File: src/rtl/positron_layer_serializer.sv
// positron_layer_serializer
// Collects the activated outputs of a layer of NB_LANES positrons and
// replays them as one sow/eow framed serial vector into the next layer.
//
// Optional build macro: POSITRON_SERIALIZER_PINGPONG_EN
//   Adds a second capture bank so the next vector can be collected while
//   the current one is emitted; vectors then stream back to back.
//
// state   | meaning
// COLLECT | waiting for every lane to deliver its eow word
// EMIT    | replaying the captured vector, one word per rts/rtr transfer
module positron_layer_serializer #(
    parameter int POSIT_WIDTH = 4,
    parameter int NB_LANES    = 10
) (
    input  logic                            clk,
    input  logic                            rst_n,
    input  logic [NB_LANES-1:0]             rts_i,
    input  logic [NB_LANES-1:0]             eow_i,
    input  logic [NB_LANES*POSIT_WIDTH-1:0] posit_i,
    output logic [NB_LANES-1:0]             rtr_o,
    input  logic                            rtr_i,
    output logic                            rts_o,
    output logic                            sow_o,
    output logic                            eow_o,
    output logic [POSIT_WIDTH-1:0]          posit_o
);

    localparam int IDX_WIDTH = (NB_LANES > 1) ? $clog2(NB_LANES) : 1;
    localparam logic [IDX_WIDTH-1:0] LAST_IDX = IDX_WIDTH'(NB_LANES - 1);

    typedef enum logic {
        COLLECT = 1'b0,
        EMIT    = 1'b1
    } state_t;

    state_t                 state;
    logic [IDX_WIDTH-1:0]   idx;
    logic [NB_LANES-1:0]    cap;
    logic                   xfer;
    logic                   last_beat;

    // A lane only delivers a word at its end of window.
    assign cap       = rts_i & eow_i & rtr_o;
    assign xfer      = (state == EMIT) & rtr_i;
    assign last_beat = (idx == LAST_IDX);

`ifdef POSITRON_SERIALIZER_PINGPONG_EN
    logic [POSIT_WIDTH-1:0] buf_q [2][NB_LANES];
    logic [NB_LANES-1:0]    captured_q [2];
    logic                   wr_bank;
    logic                   rd_bank;
    logic                   pending;
    logic                   fill;

    assign rtr_o = ~captured_q[wr_bank];

    // While a full bank is queued behind the emitting one, wr_bank points at
    // the emitting bank (all flags set), so that case must not count as a fill.
    assign fill = ((captured_q[wr_bank] | cap) == {NB_LANES{1'b1}})
                & ~((state == EMIT) & (wr_bank == rd_bank));

    // Capture into the collect bank, hand full banks over to the emitter.
    always_ff @(posedge clk or negedge rst_n) begin
        if (!rst_n) begin
            state   <= COLLECT;
            idx     <= '0;
            wr_bank <= 1'b0;
            rd_bank <= 1'b0;
            pending <= 1'b0;
            for (int b = 0; b < 2; b++) begin
                captured_q[b] <= '0;
                for (int k = 0; k < NB_LANES; k++) begin
                    buf_q[b][k] <= '0;
                end
            end
        end else begin
            for (int k = 0; k < NB_LANES; k++) begin
                if (cap[k]) begin
                    buf_q[wr_bank][k] <= posit_i[k*POSIT_WIDTH +: POSIT_WIDTH];
                end
            end
            captured_q[wr_bank] <= captured_q[wr_bank] | cap;
            if (fill) begin
                wr_bank <= ~wr_bank;
            end
            case (state)
                COLLECT: begin
                    if (fill) begin
                        state   <= EMIT;
                        rd_bank <= wr_bank;
                        idx     <= '0;
                    end
                end
                EMIT: begin
                    if (fill) begin
                        pending <= 1'b1;
                    end
                    if (xfer) begin
                        if (last_beat) begin
                            captured_q[rd_bank] <= '0;
                            idx                 <= '0;
                            pending             <= 1'b0;
                            if (pending | fill) begin
                                rd_bank <= ~rd_bank;
                            end else begin
                                state <= COLLECT;
                            end
                        end else begin
                            idx <= idx + IDX_WIDTH'(1);
                        end
                    end
                end
                default: state <= COLLECT;
            endcase
        end
    end

    assign posit_o = (state == EMIT) ? buf_q[rd_bank][idx] : '0;
`else
    logic [POSIT_WIDTH-1:0] buf_q [NB_LANES];
    logic [NB_LANES-1:0]    captured_q;

    // Upstream is held off during EMIT and per lane once its word is in.
    assign rtr_o = {NB_LANES{state == COLLECT}} & ~captured_q;

    // Collect lane words, then step through them one transfer at a time.
    always_ff @(posedge clk or negedge rst_n) begin
        if (!rst_n) begin
            state      <= COLLECT;
            idx        <= '0;
            captured_q <= '0;
            for (int k = 0; k < NB_LANES; k++) begin
                buf_q[k] <= '0;
            end
        end else begin
            case (state)
                COLLECT: begin
                    for (int k = 0; k < NB_LANES; k++) begin
                        if (cap[k]) begin
                            buf_q[k] <= posit_i[k*POSIT_WIDTH +: POSIT_WIDTH];
                        end
                    end
                    captured_q <= captured_q | cap;
                    if ((captured_q | cap) == {NB_LANES{1'b1}}) begin
                        state <= EMIT;
                        idx   <= '0;
                    end
                end
                EMIT: begin
                    if (xfer) begin
                        if (last_beat) begin
                            state      <= COLLECT;
                            idx        <= '0;
                            captured_q <= '0;
                        end else begin
                            idx <= idx + IDX_WIDTH'(1);
                        end
                    end
                end
                default: state <= COLLECT;
            endcase
        end
    end

    assign posit_o = (state == EMIT) ? buf_q[idx] : '0;
`endif

    assign rts_o = (state == EMIT);
    assign sow_o = (state == EMIT) & (idx == '0);
    assign eow_o = (state == EMIT) & last_beat;

endmodule

File: config.mk
export PLATFORM = sky130hd
export DESIGN_NAME = positron_layer_serializer
export DESIGN_NICKNAME = d
export VERILOG_FILES = /design/src/rtl/positron_layer_serializer.sv
export SDC_FILE = /design/constraint.sdc
export NUM_CORES = 1
export LEC_CHECK = 0
export ABC_AREA = 1
export BUFFER_PORTS_ARGS = -buffer_cell sky130_fd_sc_hd__buf_4
export CORE_UTILIZATION = 51
export CTS_CLUSTER_DIAMETER = 120
export DETAILED_ROUTE_END_ITERATION = 6
export GPL_TIMING_DRIVEN = 0
export PLACE_DENSITY = 0.89
export SYNTH_ARGS = -nofsm -noshare
export SYNTH_HDL_FRONTEND = slang
export SYNTH_SLANG_ARGS = --single-unit
File: constraint.sdc
create_clock -name clk -period 2.15 [get_ports clk]
set_input_delay 0.1075 -clock clk [delete_from_list [all_inputs] [get_ports clk]]
set_output_delay 0.1075 -clock clk [all_outputs]
set_load 0.01 [all_outputs]
==> results of run 1 <==
-- state kept, by name, indices dropped and copies added (netlist names) --
| register | cells |
|---|---|
| buf_q | 40 |
| rts_o | 1 |
| captured_q | 10 |
| idx | 4 |
-- metal layers --
metal  vias up  routed length [µm]  GRT usage [%]
met5         -                   0              0
met4         0                 165           9.06
met3        17                 466           4.94
met2       110                3560           41.1
met1      1280                3010           34.0
li1       1388                   -              -
-- final timing paths --
kind                                            start                   endpoint  slack (ps)  cells past startpoint
worst max-delay path               idx[0]$_DFFE_PN0P_                 posit_o[2]         170                      9
worst min-delay path                      posit_i[28]       buf_q[8]$_DFFE_PN0P_          -3                      3
worst max register to register     idx[1]$_DFFE_PN0P_  captured_q[1]$_DFFE_PN0P_         340                      7
worst min register to register  buf_q[32]$_DFFE_PN0P_      buf_q[32]$_DFFE_PN0P_         480                      2
max in group asynchronous                       rst_n      buf_q[27]$_DFFE_PN0P_        1320                      2
min in group asynchronous                       rst_n       buf_q[0]$_DFFE_PN0P_         370                      2
-- cells in the mapped netlist (2+ instances only) --
master	number
mux2_2	4
nand4_1	2
a21oi_1	3
nand3_1	10
ha_1	3
inv_1	27
dfrtp_1	55
o22ai_1	8
buf_6	2
nor2_1	34
nand2_2	2
o21ai_0	32
nand3_2	2
nand2_1	164
clkbuf_1	2
o21bai_1	2
buf_2	6
nor3_4	9
inv_2	2
-- cell type report --
| type | instances | share of cell area, % |
|---|---|---|
| Sequential cell | 55 | 35.7 |
| Timing Repair Buffer | 95 | 19.5 |
| Clock buffer | 6 | 1.88 |
| Buffer | 12 | 2.30 |
| Multi-Input combinational cell | 280 | 35.1 |
| Clock inverter | 2 | 0.325 |
| Tap cell | 72 | 2.34 |
| Inverter | 29 | 2.82 |
-- where the power goes --
part | total [mW] | switching (mW) | internal (mW)
logic | 2.42 | 1.40 | 1.02
clock network | 0.559 | 0.331 | 0.228
registers | 1.92 | 0.395 | 1.53
-- worst reg2reg max path: cells and delay by family, from the launching register on --
kind | cells | cell delay, ps
simple gates | 1 | 160
buf+inv | 3 | 570
flops | 1 | 430
compound gates | 2 | 360
fa+ha+maj | 1 | 170
-- logic make-up (layout without fill, tap and decap cells) --
logic type	count (synthesis)	count (layout)	share of synthesized area, %
buf+inv	41	144	6.72
compound gates	47	47	8.94
xor+xnor	2	2	0.599
fa+ha+maj	3	3	1.28
mux	4	4	1.54
flops	55	55	47.0
simple gates	224	224	33.9
-- per-stage QoR --
step	std cells	util, %	total power, mW	hold slack (ps)	setup slack, ps
after floorplan	376	-	3.46	-188	661
after global placement	527	65.5	4.22	186	411
after detailed placement	527	65.5	4.31	197	392
after CTS	548	69.4	4.90	0.629	150
after global routing	551	70.0	5.30	3.29	33.9
final	551	70.0	4.90	-2.61	169
-- what timing repair did --
action | in CTS | in global routing
hold buffers | 13 | 3
hold endpoints to repair | 67 | 3
resized for setup | 0 | 2
endpoints found under the setup margin | 0 | 1
==> results.py, run 1 <==
metrics = {
    "outcome": {
        "status": "finished, violations left",
        "violations": "negative hold slack",
    },
    "global_route": {
        "first_global_vias": 2639,
        "grt_usage_pct": 25.4,
        "grt_max_degree": 56,
        "grt-ovfl-total": 0,
        "grt_pass1_wl_um": 11900,
        "antenna_found_initial": 0,
    },
    "clock_tree": {
        "cts_buffer_depth": 2,
        "tritoncts": "built",
        "cts.sinks": 55,
        "clk_transition_reported_paths_ps": 100,
        "numCtsBuffers": 5,
        "cts_max_level": 2,
        "worstSkewPairLatency_ps": 320,
        "post_cts_buffers": 0,
        "cts_root_buffer": "clkbuf_8",
    },
    "timing": {
        "hold_violations": 4,
        "slew_violations": 0,
        "period_minus_slack_ps": 1980,
        "fin_crit_sh_pct": 92.1,
        "setup_violations": 0,
        "max_freq_mhz": 505,
        "skew_ps": 10.5,
        "fin_setup_tns_ps": 0,
        "rsz0062_at_grt": "false",
        "worst_slew_pin_slew_ps": 679,
        "fin_hold_ws_ps": -2.61,
        "max-slew-margin-rel_pct": 54.7,
    },
    "final_layout": {
        "syn2layout_area_growth_pct": 31.8,
        "final_nets": 544,
        "regArea_um2": 1380,
        "nFillCells": 408,
        "drive_gt1_share_pct": 24.6,
        "final_cell_mix": "nand2_1 (164), buf_4 (80), dfrtp_1 (55), nor2_1 (34), o21ai_0 (32)",
        "multiInputGateArea_um2": 1350,
        "stdcell_area_um2": 3850,
        "final_common_cell": "nand2_1",
        "diodes": 0,
    },
    "worst_setup_path": {
        "crit_buf_inv": 4,
        "cp_max_fo": 10,
        "required_ps": 2040,
        "cp_slowest_cell": "dfrtp_1",
        "crit_family": "buffers and inverters",
        "critical_path_class": "reg -> out",
        "startpoint_type": "flip-flop",
        "cp.arrival_ps": 1870,
        "crit_path_end_kind": "primary output",
        "cp_cell_sequence": "inv_1 -> clkbuf_1 -> o21ai_0 -> o22ai_1 -> nand2_1 -> nand3_1 -> nand2_1 -> inv_1 -> buf_4",
        "max_stage_delay_ps": 430,
    },
    "pwr": {
        "p_per_area_nw_per_um2": 1270,
        "p_leak_nw": 2.04,
        "irDropWorstVdd_uv": 746,
    },
    "drt": {
        "drt-initial-drc-count": 255,
        "wire_per_inst_um": 13.1,
        "first_pass_iters": 4,
        "drt_wl_total_um": 7200,
        "drc": 0,
        "via_count": 2795,
        "postRouteAntennaNets": 0,
        "vias_per_cell": 5.07,
    },
    "yosys": {
        "ys_seq_area_share_pct": 47.0,
        "async_reset_ff_share_pct": 100,
        "yosysWarnings": 0,
        "synth_area_per_cell_um2": 7.78,
        "syn-cell-area_um2": 2930,
        "ys_ff_latch": 55,
        "synth_edf_count": 0,
        "yosys.area.top_type": "dfrtp_1",
        "synth_ff_type": "dfrtp_1",
        "yosysTopAreaCellShare_pct": 47.0,
        "synth.net_count": 442,
        "synth.distinct_cells": 26,
        "synthTopCellsByArea": "dfrtp_1 (47%), nand2_1 (21%), o21ai_0 (5.5%), nor3_4 (5.0%), nor2_1 (4.4%)",
        "syn-instance-count": 376,
    },
    "placement": {
        "place_hpwl_um": 5380,
        "io_buffers": 79,
        "gp_congestion": 0.868,
        "placed_area_um2": 3610,
    },
    "floorplanning": {
        "top_level_ports": 80,
        "die_area_um2": 6040,
        "core-area_um2": 5510,
        "initial_utilization_pct": 53.1,
        "die_h_um": 77.7,
        "row_count": 27,
        "die_x_um": 77.7,
    },
    "flow_run": {
        "drv_cap": 0,
    },
    "hold_path": {
        "hold_path_class": "in -> reg",
    },
}
Power figures use the tool's default switching activity.
==> inputs of run 2 (changes only) <==
==> constraint.sdc (replaced) <==
create_clock -name clk -period 1.95 [get_ports clk]
set_input_delay 0.0975 -clock clk [delete_from_list [all_inputs] [get_ports clk]]
set_output_delay 0.0975 -clock clk [all_outputs]
set_load 0.01 [all_outputs]
==> run 2 against run 1 <==
  * The run still ends with negative hold slack left
  * Combinational power increased by 14%
  * Largest cell class unchanged
  * Critical path depth unchanged
  * Flip-flop and latch count unchanged
  * Clock-buffer cell count unchanged
  * First-iteration DRC count increased by 11%
  * Worst setup slack got worse by 96 ps
  * Die area unchanged
  * Sequential share of layout area decreased by 1.3 points
  * Critical endpoint unchanged
  * Global-route usage increased by 0.87 points
  * Final cell count increased by 2.4%
  * Via count increased by 3.0%
  * Clock power increased by 8.4%
==> results.py, run 2 (synthesis gave the netlist of run 1 again) <==
metrics = {
    "outcome": {
        "status": "finished, violations left",
        "violations": "negative hold slack",
    },
    "hold_path": {
        "hold_path_class": "in -> reg",
    },
    "final_layout": {
        "top_regs": "buf_q x40, captured_q x10, idx x4",
        "syn2layout_area_growth_pct": 36.7,
        "final_nets": 557,
        "final_cells": 564,
        "final_common_cell": "nand2_1",
        "largest_reg_flops": 40,
        "diodes": 0,
        "final_cell_mix": "nand2_1 (164), buf_4 (81), dfrtp_1 (55), nor2_1 (34), o21ai_0 (30)",
        "drive_gt1_share_pct": 24.4,
        "registers.top_by_ff_count": "buf_q",
        "stdcell_area_um2": 4000,
        "nFillCells": 391,
    },
    "clock_tree": {
        "tritoncts": "built",
        "cts_root_buffer": "clkbuf_8",
        "clk_transition_reported_paths_ps": 90,
        "worstSkewPairLatency_ps": 310,
        "numCtsBuffers": 5,
        "cts_buffer_depth": 2,
        "cts_max_level": 2,
        "cts.sinks": 55,
    },
    "placement": {
        "io_buffers": 79,
        "placed_area_um2": 3610,
        "place_hpwl_um": 5380,
        "dp_cells": 527,
        "gp_congestion": 0.868,
    },
    "worst_setup_path": {
        "crit_path_end_kind": "primary output",
        "rrSetupSlack_ps": 210,
        "cp_max_fo": 11,
        "critical_path_class": "reg -> out",
        "cp.arrival_ps": 1780,
        "startpoint_type": "flip-flop",
        "required_ps": 1850,
    },
    "timing": {
        "setup_violations": 0,
        "skew_ps": 9.26,
        "hold_violations": 1,
        "fin_hold_ws_ps": -2.33,
        "worst_slew_pin_slew_ps": 684,
        "fin_crit_sh_pct": 96.2,
        "max_freq_mhz": 533,
        "period_minus_slack_ps": 1880,
        "fin_setup_tns_ps": 0,
        "slew_violations": 0,
        "max-slew-margin-rel_pct": 54.4,
    },
    "drt": {
        "drt_wl_total_um": 7420,
        "via_count": 2879,
        "drt-initial-drc-count": 283,
        "vias_per_cell": 5.10,
        "drc": 0,
        "postRouteAntennaNets": 0,
        "first_pass_iters": 5,
        "wire_per_inst_um": 13.2,
    },
    "floorplanning": {
        "initial_utilization_pct": 53.1,
        "die_h_um": 77.7,
        "die_x_um": 77.7,
        "die_area_um2": 6040,
        "top_level_ports": 80,
        "core-area_um2": 5510,
        "row_count": 27,
    },
    "flow_run": {
        "drv_cap": 0,
    },
    "global_route": {
        "antenna_found_initial": 0,
        "grt_pass1_wl_um": 12200,
        "grt-ovfl-total": 0,
        "grt_max_degree": 56,
        "first_global_vias": 2693,
        "grt_usage_pct": 26.2,
    },
    "pwr": {
        "p_leak_nw": 2.10,
        "power_frac_clock_pct": 11.0,
        "p_switching_mw": 2.37,
        "pwr-share-seq_pct": 38.6,
        "irDropWorstVdd_uv": 829,
        "combPwrFrac_pct": 50.3,
        "swShare_pct": 43.1,
        "p_per_area_nw_per_um2": 1370,
        "internal_power_mw": 3.12,
    },
}
## run 2: cell types whose count changed in the layout (fill, tap and decap cells not counted), moves of 2 or more
cell and delta:
clkbuf_4 +3, buf_2 -3, o21ai_1 +2, o21ai_0 -2, dlygate4sd3_1 +12
## run 2: final timing paths
path	startpoint	to	cells after the start
worst max-delay path	idx[1]$_DFFE_PN0P_	posit_o[2]	9
max in group asynchronous	rst_n	buf_q[27]$_DFFE_PN0P_	2
min in group asynchronous	rst_n	buf_q[0]$_DFFE_PN0P_	2
worst max register to register	idx[1]$_DFFE_PN0P_	captured_q[1]$_DFFE_PN0P_	7
worst min-delay path	posit_i[14]	buf_q[26]$_DFFE_PN0P_	3
worst min register to register	buf_q[7]$_DFFE_PN0P_	buf_q[7]$_DFFE_PN0P_	2
## run 2: final cells by class
class / instances / area, µm² / share of cell area [%]
inverters: 29 / 109 / 2.72
well taps: 72 / 90.1 / 2.25
plain buffers: 12 / 104 / 2.60
clock buffers: 6 / 72.6 / 1.82
flip-flops and latches: 55 / 1380 / 34.4
clock inverters: 2 / 12.5 / 0.313
repair buffers: 108 / 881 / 22.0
multi-input cells: 280 / 1350 / 33.8
## run 2: per-layer routing
layer | GRT usage (%) | routed length (µm)
met5 | 0 | 0
met4 | 9.43 | 200
met3 | 4.71 | 499
met2 | 43.1 | 3650
met1 | 34.8 | 3070
## run 2: timing repair
action / CTS / global route
gates resized for setup: 2 / 9
setup endpoints to repair: 2 / 10
pin swaps: 0 / 0
buffers inserted: 0 / 1
hold buffers: 28 / 0
endpoints found under the hold margin: 82 / 0
## run 2: critical path: stages, from the launching register on
cell      delay (ps)
dfrtp_1          440
inv_1            120
clkbuf_4         210
o21ai_0          100
o22ai_1          180
nand2_1          100
nand3_1           80
nand2_1           80
inv_1             60
buf_4            110
## run 2: power groups by stage
stage               clock (mW)  combinational, mW  sequential [mW]
finish                   0.606               2.76             2.12
global placement             0               2.54             2.11
CTS                      0.623               2.69             2.11
detailed placement           0               2.63             2.12
global route             0.666               3.08             2.18
floorplan                    0               1.82             2.00
## run 2: per-stage QoR
stage          worst slack [ps]  util [%]  hold slack (ps)  power (mW)
6_report                   73.1      72.6            -2.33        5.49
5_1_grt                   -13.4      72.6             3.26        5.92
4_1_cts                    30.5      72.2            0.513        5.43
3_5_place_dp                192      65.5              187        4.75
3_3_place_gp                211      65.5              176        4.65
2_1_floorplan               461         -             -198        3.82
